<file path="src/rtl/stack_pkg.sv">
// Shared constants and types for the byte stack and its drain adapter.
package stack_pkg;

  localparam int WIDTH = 8;
  localparam int DEPTH = 8;

  typedef enum logic [1:0] {
    IDLE,
    DRAIN,
    FLUSH
  } drain_state_t;

  function automatic int clamp_len(
    input int len,
    input int depth
  );
    return (len > depth) ? depth : len;
  endfunction

endpackage

</file>
<file path="src/rtl/stack_drain_adapter_fifo2.sv">
// Two-entry skid FIFO with registered head/valid and an occupancy count.
module fifo2 #(
  parameter int WIDTH = 8
) (
  input  logic             clk,
  input  logic             reset,
  input  logic             wr_en,
  input  logic [WIDTH-1:0] wr_data,
  output logic             rd_valid,
  output logic [WIDTH-1:0] rd_data,
  input  logic             rd_ready,
  output logic [1:0]       occupancy
);

  logic [WIDTH-1:0] head_q, head_d;
  logic [WIDTH-1:0] tail_q, tail_d;
  logic [1:0]       cnt_q, cnt_d;
  logic             vld_q, vld_d;
  logic             deq;

  assign deq       = vld_q & rd_ready;
  assign rd_valid  = vld_q;
  assign rd_data   = head_q;
  assign occupancy = cnt_q;

  always_comb begin
    head_d = head_q;
    tail_d = tail_q;
    cnt_d  = cnt_q;
    case (cnt_q)
      2'd0: begin
        if (wr_en) begin
          head_d = wr_data;
          cnt_d  = 2'd1;
        end
      end
      2'd1: begin
        case ({wr_en, deq})
          2'b11: head_d = wr_data;
          2'b10: begin
            tail_d = wr_data;
            cnt_d  = 2'd2;
          end
          2'b01: cnt_d = 2'd0;
          default: ;
        endcase
      end
      2'd2: begin
        // Upstream credit guarantees no write lands here without a dequeue.
        if (deq) begin
          head_d = tail_q;
          if (wr_en) tail_d = wr_data;
          else cnt_d = 2'd1;
        end
      end
      default: cnt_d = 2'd0;
    endcase
    vld_d = (cnt_d != 2'd0);
  end

  always_ff @(posedge clk) begin
    if (reset) begin
      head_q <= '0;
      tail_q <= '0;
      cnt_q  <= 2'd0;
      vld_q  <= 1'b0;
    end else begin
      head_q <= head_d;
      tail_q <= tail_d;
      cnt_q  <= cnt_d;
      vld_q  <= vld_d;
    end
  end

endmodule

</file>
<file path="src/rtl/stack_drain_adapter.sv">
// Pops a burst from the byte stack and replays it as a valid/ready
// stream, issuing pops only when the 2-entry buffer has room.
module stack_drain_adapter #(
  parameter int WIDTH = stack_pkg::WIDTH,
  parameter int DEPTH = stack_pkg::DEPTH
) (
  input  logic             clk,
  input  logic             reset,
  input  logic             start,
  input  logic [3:0]       burst_len,
  input  logic             stk_empty,
  input  logic [WIDTH-1:0] stk_data,
  output logic             stk_pop,
  output logic             m_valid,
  output logic [WIDTH-1:0] m_data,
  input  logic             m_ready,
  output logic             busy,
  output logic             done,
  output logic             short
);

  import stack_pkg::*;

  localparam int CW = $clog2(DEPTH + 1);

  drain_state_t  state_q, state_d;
  logic [CW-1:0] remaining_q, remaining_d;
  logic          mode_all_q, mode_all_d;
  logic          inflight_q, inflight_d;
  logic          short_q, short_d;
  logic          busy_q, busy_d;

  logic [1:0]    occ;
  logic          deq;
  logic          credit_ok;
  logic          want;
  logic          pop;
  logic          fin;

  fifo2 #(
    .WIDTH(WIDTH)
  ) u_fifo (
    .clk      (clk),
    .reset    (reset),
    .wr_en    (inflight_q),
    .wr_data  (stk_data),
    .rd_valid (m_valid),
    .rd_data  (m_data),
    .rd_ready (m_ready),
    .occupancy(occ)
  );

  assign deq = m_valid & m_ready;

  // Counts the in-flight word so a new pop never overruns the buffer.
  assign credit_ok =
    (3'(occ) + 3'(inflight_q) - 3'(deq)) < 3'd2;

  assign want = mode_all_q | (remaining_q != '0);
  assign pop  = (state_q == DRAIN) & ~stk_empty
              & want & credit_ok;
  assign fin  = (state_q == FLUSH) & (occ == 2'd0)
              & ~inflight_q;

  assign stk_pop = pop;
  assign done    = fin;
  assign busy    = busy_q;
  assign short   = short_q;

  always_comb begin
    state_d     = state_q;
    remaining_d = remaining_q;
    mode_all_d  = mode_all_q;
    short_d     = short_q;
    inflight_d  = pop;
    unique case (state_q)
      IDLE: begin
        if (start) begin
          state_d     = DRAIN;
          remaining_d = CW'(clamp_len(int'(burst_len), DEPTH));
          mode_all_d  = (burst_len == 4'd0);
          short_d     = 1'b0;
        end
      end
      DRAIN: begin
        if (pop && !mode_all_q)
          remaining_d = remaining_q - CW'(1);
        if (mode_all_q) begin
          if (stk_empty) state_d = FLUSH;
        end else if (pop && remaining_q == CW'(1)) begin
          state_d = FLUSH;
        end else if (stk_empty) begin
          state_d = FLUSH;
          short_d = 1'b1;
        end
      end
      FLUSH: begin
        if (fin) state_d = IDLE;
      end
      default: state_d = IDLE;
    endcase
    busy_d = (state_d != IDLE);
  end

  always_ff @(posedge clk) begin
    if (reset) begin
      state_q     <= IDLE;
      remaining_q <= '0;
      mode_all_q  <= 1'b0;
      inflight_q  <= 1'b0;
      short_q     <= 1'b0;
      busy_q      <= 1'b0;
    end else begin
      state_q     <= state_d;
      remaining_q <= remaining_d;
      mode_all_q  <= mode_all_d;
      inflight_q  <= inflight_d;
      short_q     <= short_d;
      busy_q      <= busy_d;
    end
  end

endmodule

</file>
<file path="config.mk">
export PLATFORM = sky130hd
export DESIGN_NAME = stack_drain_adapter
export DESIGN_NICKNAME = d
export VERILOG_FILES = /design/src/rtl/stack_pkg.sv /design/src/rtl/stack_drain_adapter_fifo2.sv /design/src/rtl/stack_drain_adapter.sv
export SDC_FILE = /design/constraint.sdc
export NUM_CORES = 1
export LEC_CHECK = 0
export ABC_AREA = 1
export CAP_MARGIN = 0
export CORE_MARGIN = 3
export CORE_UTILIZATION = 52
export CTS_BUF_LIST = sky130_fd_sc_hd__clkbuf_16
export CTS_CLUSTER_SIZE = 14
export DETAILED_ROUTE_END_ITERATION = 8
export PLACE_DENSITY_LB_ADDON = 0.12
export REMOVE_ABC_BUFFERS = 1
export SYNTH_ARGS = -nofsm -noshare
export SYNTH_HDL_FRONTEND = slang
export SYNTH_HIERARCHICAL = 1
export SYNTH_SLANG_ARGS = --single-unit
</file>
<file path="constraint.sdc">
create_clock -name clk -period 3.5 [get_ports clk]
set_input_delay 0.7 -clock clk [delete_from_list [all_inputs] [get_ports clk]]
set_output_delay 0.7 -clock clk [all_outputs]
set_load 0.02 [all_outputs]
</file>
==> results.yml, run 1 <==
status:
  outcome: "complete, no violations"
synthesis:
  yosys-top-cells-area: "dfxtp_1 35%, nand2_1 9.9%, nor2_1 9.7%"
  ys_seq_area_share_pct: 34.7
  yosys.area.top_type: "dfxtp_1"
  syn_area_um2: 1670
  synth-async-reset-ratio_pct: 0
  synth_edf_count: 0
  ys_warn_count: 6
  yosysTopAreaCellShare_pct: 34.7
  postSynthCellCount: 242
  synthDistinctLibCells: 31
  avgSynthCellArea_um2: 6.91
  ys_seq_elements: 29
  ys.flop_type: "dfxtp_1"
grt:
  met3_usage_pct: 6.47
  grt_pass1_wl_um: 6490
  grt_antenna_before_repair: 0
  met2_usage_pct: 35.6
  grt.busiest_layer: "met2"
  grt_max_degree: 20
  grtUsageMet1_pct: 22.7
  grt.overflow.total: 0
  first_global_vias: 1550
  track_usage_pct: 20.6
sta:
  finalSetupViolCount: 0
  maxSlewViolCount: 0
  min_period_ns: 3.38
  maxSlewHeadroom_pct: 66.6
  worst_pin_slew_ns: 0.498
  hold_viol_final: 0
  fmax_ghz: 0.295
  finalWorstSetupSlack_ns: 0.115
  rsz0062_at_grt: "no"
  whs_ns: 0.479
  finalCritPeriodShare_pct: 96.7
  worst_clock_skew_ns: 0.00382
detailed_routing:
  ant_nets: 0
  drt_pass1_iterations: 4
  wirelength_um: 3650
  drt_first_iter_violations: 108
  viasPerCell: 5.04
  vias: 1624
  drc: 0
  wire_per_inst_um: 11.3
placement:
  gp_routability_congestion: 0.829
  port_buffers: 29
  dpl.cell_count: 313
  hpwl_um: 2560
  preCtsSetupSlack_ns: -0.611
setup_path:
  max_stage_delay_ns: 0.51
  cp_top_family: "adder cells"
  crit_buf_inv: 5
  path_class: "input port to output port"
  rr_worst_depth: 15
  reg2reg_setup_slack_ns: 1.05
  end_kind: "output port"
  path_cells: "dlygate4sd2_1 > nand2_1 > inv_1 > ha_1 > or2_4 > fa_1 > inv_1 > nor2_4 > nand2_4 > nor2_4 > nand2_2 > inv_2 > buf_6"
  r2r-start: "u_fifo/rd_valid"
  cp_slowest_cell: "fa_1"
  cp_max_fo: 2
  cp_data_arrival_time_ns: 2.68
  start_kind: "input port"
  r2r-end: "remaining_q[3]"
  critPathRequiredTime_ns: 2.80
clocking:
  cts_root_buf: "clkbuf_16"
  clock_latency_ns: 0.27
  cts_buffer_depth: 2
  clkTransAtPathRegs_ns: 0.05
  cts_tree: "built"
  h-tree-depth: 2
  cts_sinks: 29
  numCtsBuffers: 5
min_path:
  holdPathStages: 2
  hold_end: "u_fifo/tail_q[4]"
  hold_path.class: "flop to flop"
  hp-start: "u_fifo/tail_q[4]"
layout:
  fin_cells: 322
  final_nets: 302
  antenna_cells: 0
  drive_gt1_share_pct: 15.0
  syn2layout_area_growth_pct: 29.9
  final_util_pct: 74.9
power_and_ir_drop:
  power_w: 0.000899
  combPwrFrac_pct: 16.0
  pwr-share-clk_pct: 44.4
  irDropWorstVdd_v: 0.000303
  p_per_area_nw_per_um2: 414
  internal-power_w: 0.000665
  swShare_pct: 26.0
  seqPwrFrac_pct: 39.6
  p_sw_w: 0.000234
  p_leak_nw: 1.02
floorplanning:
  ioPinCount: 30
  core_um2: 2900
  fp-row-count: 19
  die_w_um: 62.7
  fp.dieArea_um2: 3930
  die_h_um: 62.7
  initial_core_util_pct: 57.6
flow_run:
  max_cap_viol_count: 0
## synth_stat cells, types with 3 or more instances
cell type and n:
a21oi_2 3, nand2_4 6, nand2_2 3, ha_1 5, o21ai_0 7, nor2_1 43, inv_2 6, o21ai_1 6
a21oi_1 3, nand3_1 25, inv_1 37, nand2_1 44, dfxtp_1 29
## final cells by class
| class | instances | area (µm²) |
|---|---|---|
| Clock buffer | 5 | 125 |
| Clock inverter | 3 | 13.8 |
| Fill cell | 244 | 728 |
| Inverter | 46 | 178 |
| Multi-Input combinational cell | 165 | 910 |
| Sequential cell | 29 | 581 |
| Tap cell | 42 | 52.6 |
| Timing Repair Buffer | 32 | 313 |
## tightest hold or removal path: stages (launching register included)
cell     delay (ns)
dfxtp_1        0.32
nor2_1         0.05
nor2_1         0.08
## metrics by stage
stage               area [µm²]  setup TNS, ns
floorplan                 1660              0
global placement          2010         -0.537
detailed placement        2010         -0.611
CTS                       2170              0
global route              2170              0
finish                    2170              0
## metal layers
metal / wire (µm) / vias up / share of wire (%)
li1: - / 827 / -
met2: 1750 / 50 / 48
met4: 108 / 0 / 3.0
met1: 1590 / 735 / 44
met5: 0 / - / 0
met3: 199 / 12 / 5.5
## what timing repair did
action                                  in CTS  in global routing
hold buffers                                 0                  0
setup buffers                                1                  0
endpoints found under the setup margin       1                  1
resized for setup                           11                  1
pin swaps                                    5                  0
## layout by cell type, fill, tap and decap left out, types with 3 or more instances in the layout
cell type	count
a21oi_1	3
a21oi_2	3
buf_4	3
clkbuf_16	5
clkdlybuf4s50_1	27
dfxtp_1	29
ha_1	5
inv_1	37
inv_2	7
nand2_1	43
nand2_2	4
nand2_4	6
nand3_1	25
nor2_1	42
o21ai_0	7
o21ai_1	6
## power groups by stage
stage	combinational, W	sequential (W)	clock (W)
floorplan	0.0000834	0.000368	0
global placement	0.000137	0.000362	0
detailed placement	0.000140	0.000362	0
CTS	0.000143	0.000356	0.000407
global route	0.000161	0.000358	0.000428
finish	0.000144	0.000356	0.000399
## how the worst max path moves through the flow
stage | end | slack [ns] | cells after the start | start
2_1_floorplan | stk_pop | 0.45 | 11 | m_ready
3_3_place_gp | stk_pop | -0.54 | 13 | m_ready
3_5_place_dp | stk_pop | -0.61 | 13 | m_ready
4_1_cts | stk_pop | 0.09 | 13 | m_ready
5_1_grt | stk_pop | 0.02 | 13 | m_ready
6_report | stk_pop | 0.12 | 13 | m_ready
## state kept, by name, summed over array words and instances, names as in the netlist
| register | count |
|---|---|
| u_fifo/occupancy | 2 |
| busy | 1 |
| u_fifo/rd_valid | 1 |
| short | 1 |
| mode_all_q | 1 |
| u_fifo/rd_data | 8 |
| state_q | 2 |
| remaining_q | 4 |
| u_fifo/tail_q | 8 |
| inflight_q | 1 |
## cells by family (layout without fill, tap and decap cells)
family | Yosys count | in the layout | share of synthesized area [%]
xor+xnor | 2 | 2 | 1.05
compound gates | 24 | 24 | 8.91
simple gates | 133 | 133 | 38.8
flops | 29 | 29 | 34.7
buf+inv | 48 | 86 | 11.6
fa+ha+maj | 6 | 6 | 4.94
(Power assumes the default switching activity.)
==> inputs of run 2 (changes only) <==
Settings changed: CORE_UTILIZATION 52 to 45, SYNTH_HIERARCHICAL 1 to not set, TNS_END_PERCENT set to 50.
==> results.yml, run 2 <==
clocking:
  clock_latency_ns: 0.27
  cts_tree: "built"
  clkTransAtPathRegs_ns: 0.05
  hold_buffers: 0
  cts_root_buf: "clkbuf_16"
  numCtsBuffers: 5
  postCtsSetupBuffers: 0
  cts_buffer_depth: 2
  cts_sinks: 29
  h-tree-depth: 2
floorplanning:
  initial_core_util_pct: 49.9
  fp.dieArea_um2: 3930
  die_h_um: 62.7
  die_w_um: 62.7
  core_um2: 2900
  fp-row-count: 19
  ioPinCount: 30
synthesis:
  synth_commonest_cells: "40 x nand2_1, 37 x nor2_1, 29 x dfxtp_1"
  ys.flop_type: "dfxtp_1"
  yosys.area.top_type: "dfxtp_1"
  syn_area_um2: 1450
  avgSynthCellArea_um2: 7.35
  yosys-top-cells-area: "dfxtp_1 40%, nand2_1 10%, nor2_1 9.6%"
  ys_seq_elements: 29
  synth-async-reset-ratio_pct: 0
  synthDistinctLibCells: 27
  synth_edf_count: 0
  yosysMostFrequentCell: "nand2_1"
  ys_warn_count: 0
  ys_seq_area_share_pct: 40.1
  postSynthCellCount: 197
  yosysTopAreaCellShare_pct: 40.1
detailed_routing:
  wire_per_inst_um: 12.0
  drt_first_iter_violations: 86
  viasPerCell: 4.90
  drt_pass1_iterations: 4
  drc: 0
  ant_nets: 0
  vias: 1357
  wirelength_um: 3330
flow_run:
  max_cap_viol_count: 0
setup_path:
  cp_max_fo: 3
  path_class: "input port to output port"
  cp_data_arrival_time_ns: 2.62
  end_kind: "output port"
  start_kind: "input port"
  reg2reg_setup_slack_ns: 1.38
  critPathRequiredTime_ns: 2.80
sta:
  hold_viol_final: 0
  fmax_ghz: 0.301
  finalCritPeriodShare_pct: 94.9
  min_period_ns: 3.32
  finalWorstSetupSlack_ns: 0.177
  finalSetupViolCount: 0
  rsz0062_at_grt: "no"
  maxSlewViolCount: 0
  maxSlewHeadroom_pct: 63.8
  worst_clock_skew_ns: 0.00406
  worst_pin_slew_ns: 0.543
grt:
  grt_pass1_wl_um: 5860
  grt_max_degree: 21
  grt_antenna_before_repair: 0
  first_global_vias: 1359
  track_usage_pct: 18.6
  grt.overflow.total: 0
power_and_ir_drop:
  p_leak_nw: 0.881
  p_per_area_nw_per_um2: 478
  irDropWorstVdd_v: 0.000366
placement:
  preCtsSetupSlack_ns: -0.103
  gp_routability_congestion: 0.817
  hpwl_um: 2390
  dpl.cell_count: 269
  port_buffers: 29
layout:
  num-fill-cells: 268
  syn2layout_area_growth_pct: 36.0
  mostFrequentLayoutCells: "40 x nand2_1, 37 x nor2_1, 29 x dfxtp_1"
  fin_cells: 277
  final_nets: 256
  layout.cells.most_common: "nand2_1"
  drive_gt1_share_pct: 11.9
  antenna_cells: 0
status:
  outcome: "complete, no violations"
min_path:
  hold_path.class: "flop to flop"
[run 2: report_power, final]
part           total, W  switching (W)  internal [W]
sequential     0.000353     0.00000919      0.000344
combinational  0.000122      0.0000664     0.0000558
clock          0.000465       0.000136      0.000329
[run 2: area by class of cell]
cell class,instances,area [µm²],share of cell area [%]
tap,42,52.6,2.67
multi-input combinational,141,758,38.5
timing repair buffer,34,328,16.7
inverter,23,86.3,4.39
clock inverter,3,37.5,1.91
clock buffer,5,125,6.36
sequential,29,581,29.5
[run 2: final timing paths]
kind,startpoint,end,depth (start not counted)
worst min-delay path,short,short,2
worst min register to register,short,short,2
worst max register to register,u_fifo.occupancy[0],remaining_q[0],14
worst max-delay path,m_ready,stk_pop,10
[run 2: metrics by stage]
stage,area (µm²),util (%),TNS (ns),total power (W),hold WS (ns)
2_1_floorplan,1430,-,0,0.000430,0.454
3_3_place_gp,1810,62.3,-0.0751,0.000477,0.453
3_5_place_dp,1810,62.3,-0.103,0.000481,0.473
4_1_cts,1970,67.8,0,0.000952,0.480
5_1_grt,1970,67.9,0,0.000982,0.493
6_report,1970,67.9,0,0.000940,0.475
[run 2: what timing repair did]
action | in CTS | in global routing
resized for setup | 1 | 1
endpoints found under the setup margin | 1 | 1
pin swaps | 0 | 0
cloned | 0 | 0
[run 2: kinds of logic (layout without fill, tap and decap cells)]
kind of cell	after synthesis	in the layout	share of synthesized area [%]
AND/OR/NAND/NOR	98	98	31.5
AO/OA/AOI/OAI	37	37	15.5
flip-flops	29	29	40.1
buffers and inverters	27	65	7.52
adder cells (fa/ha/maj)	5	5	4.84
XOR/XNOR	1	1	0.605
[run 2: critical path, stage by stage]
cell and delay, ns:
clkdlybuf4s50_1 0.45, nand2_1 0.08, nor2_1 0.13, o21ai_0 0.13
fa_1 0.51, nand2_1 0.05, nor2_1 0.14, nand2_2 0.08
inv_2 0.05, clkdlybuf4s15_1 0.29
[run 2: metal layers]
layer	track usage (%)	up-vias	share of wire, %	wire, µm
met1	21.6	614	43	1440
met5	0	-	0	0
li1	-	712	-	-
met4	6.61	0	0.54	18
met3	5.22	2	4.4	145
met2	32.6	29	52	1720
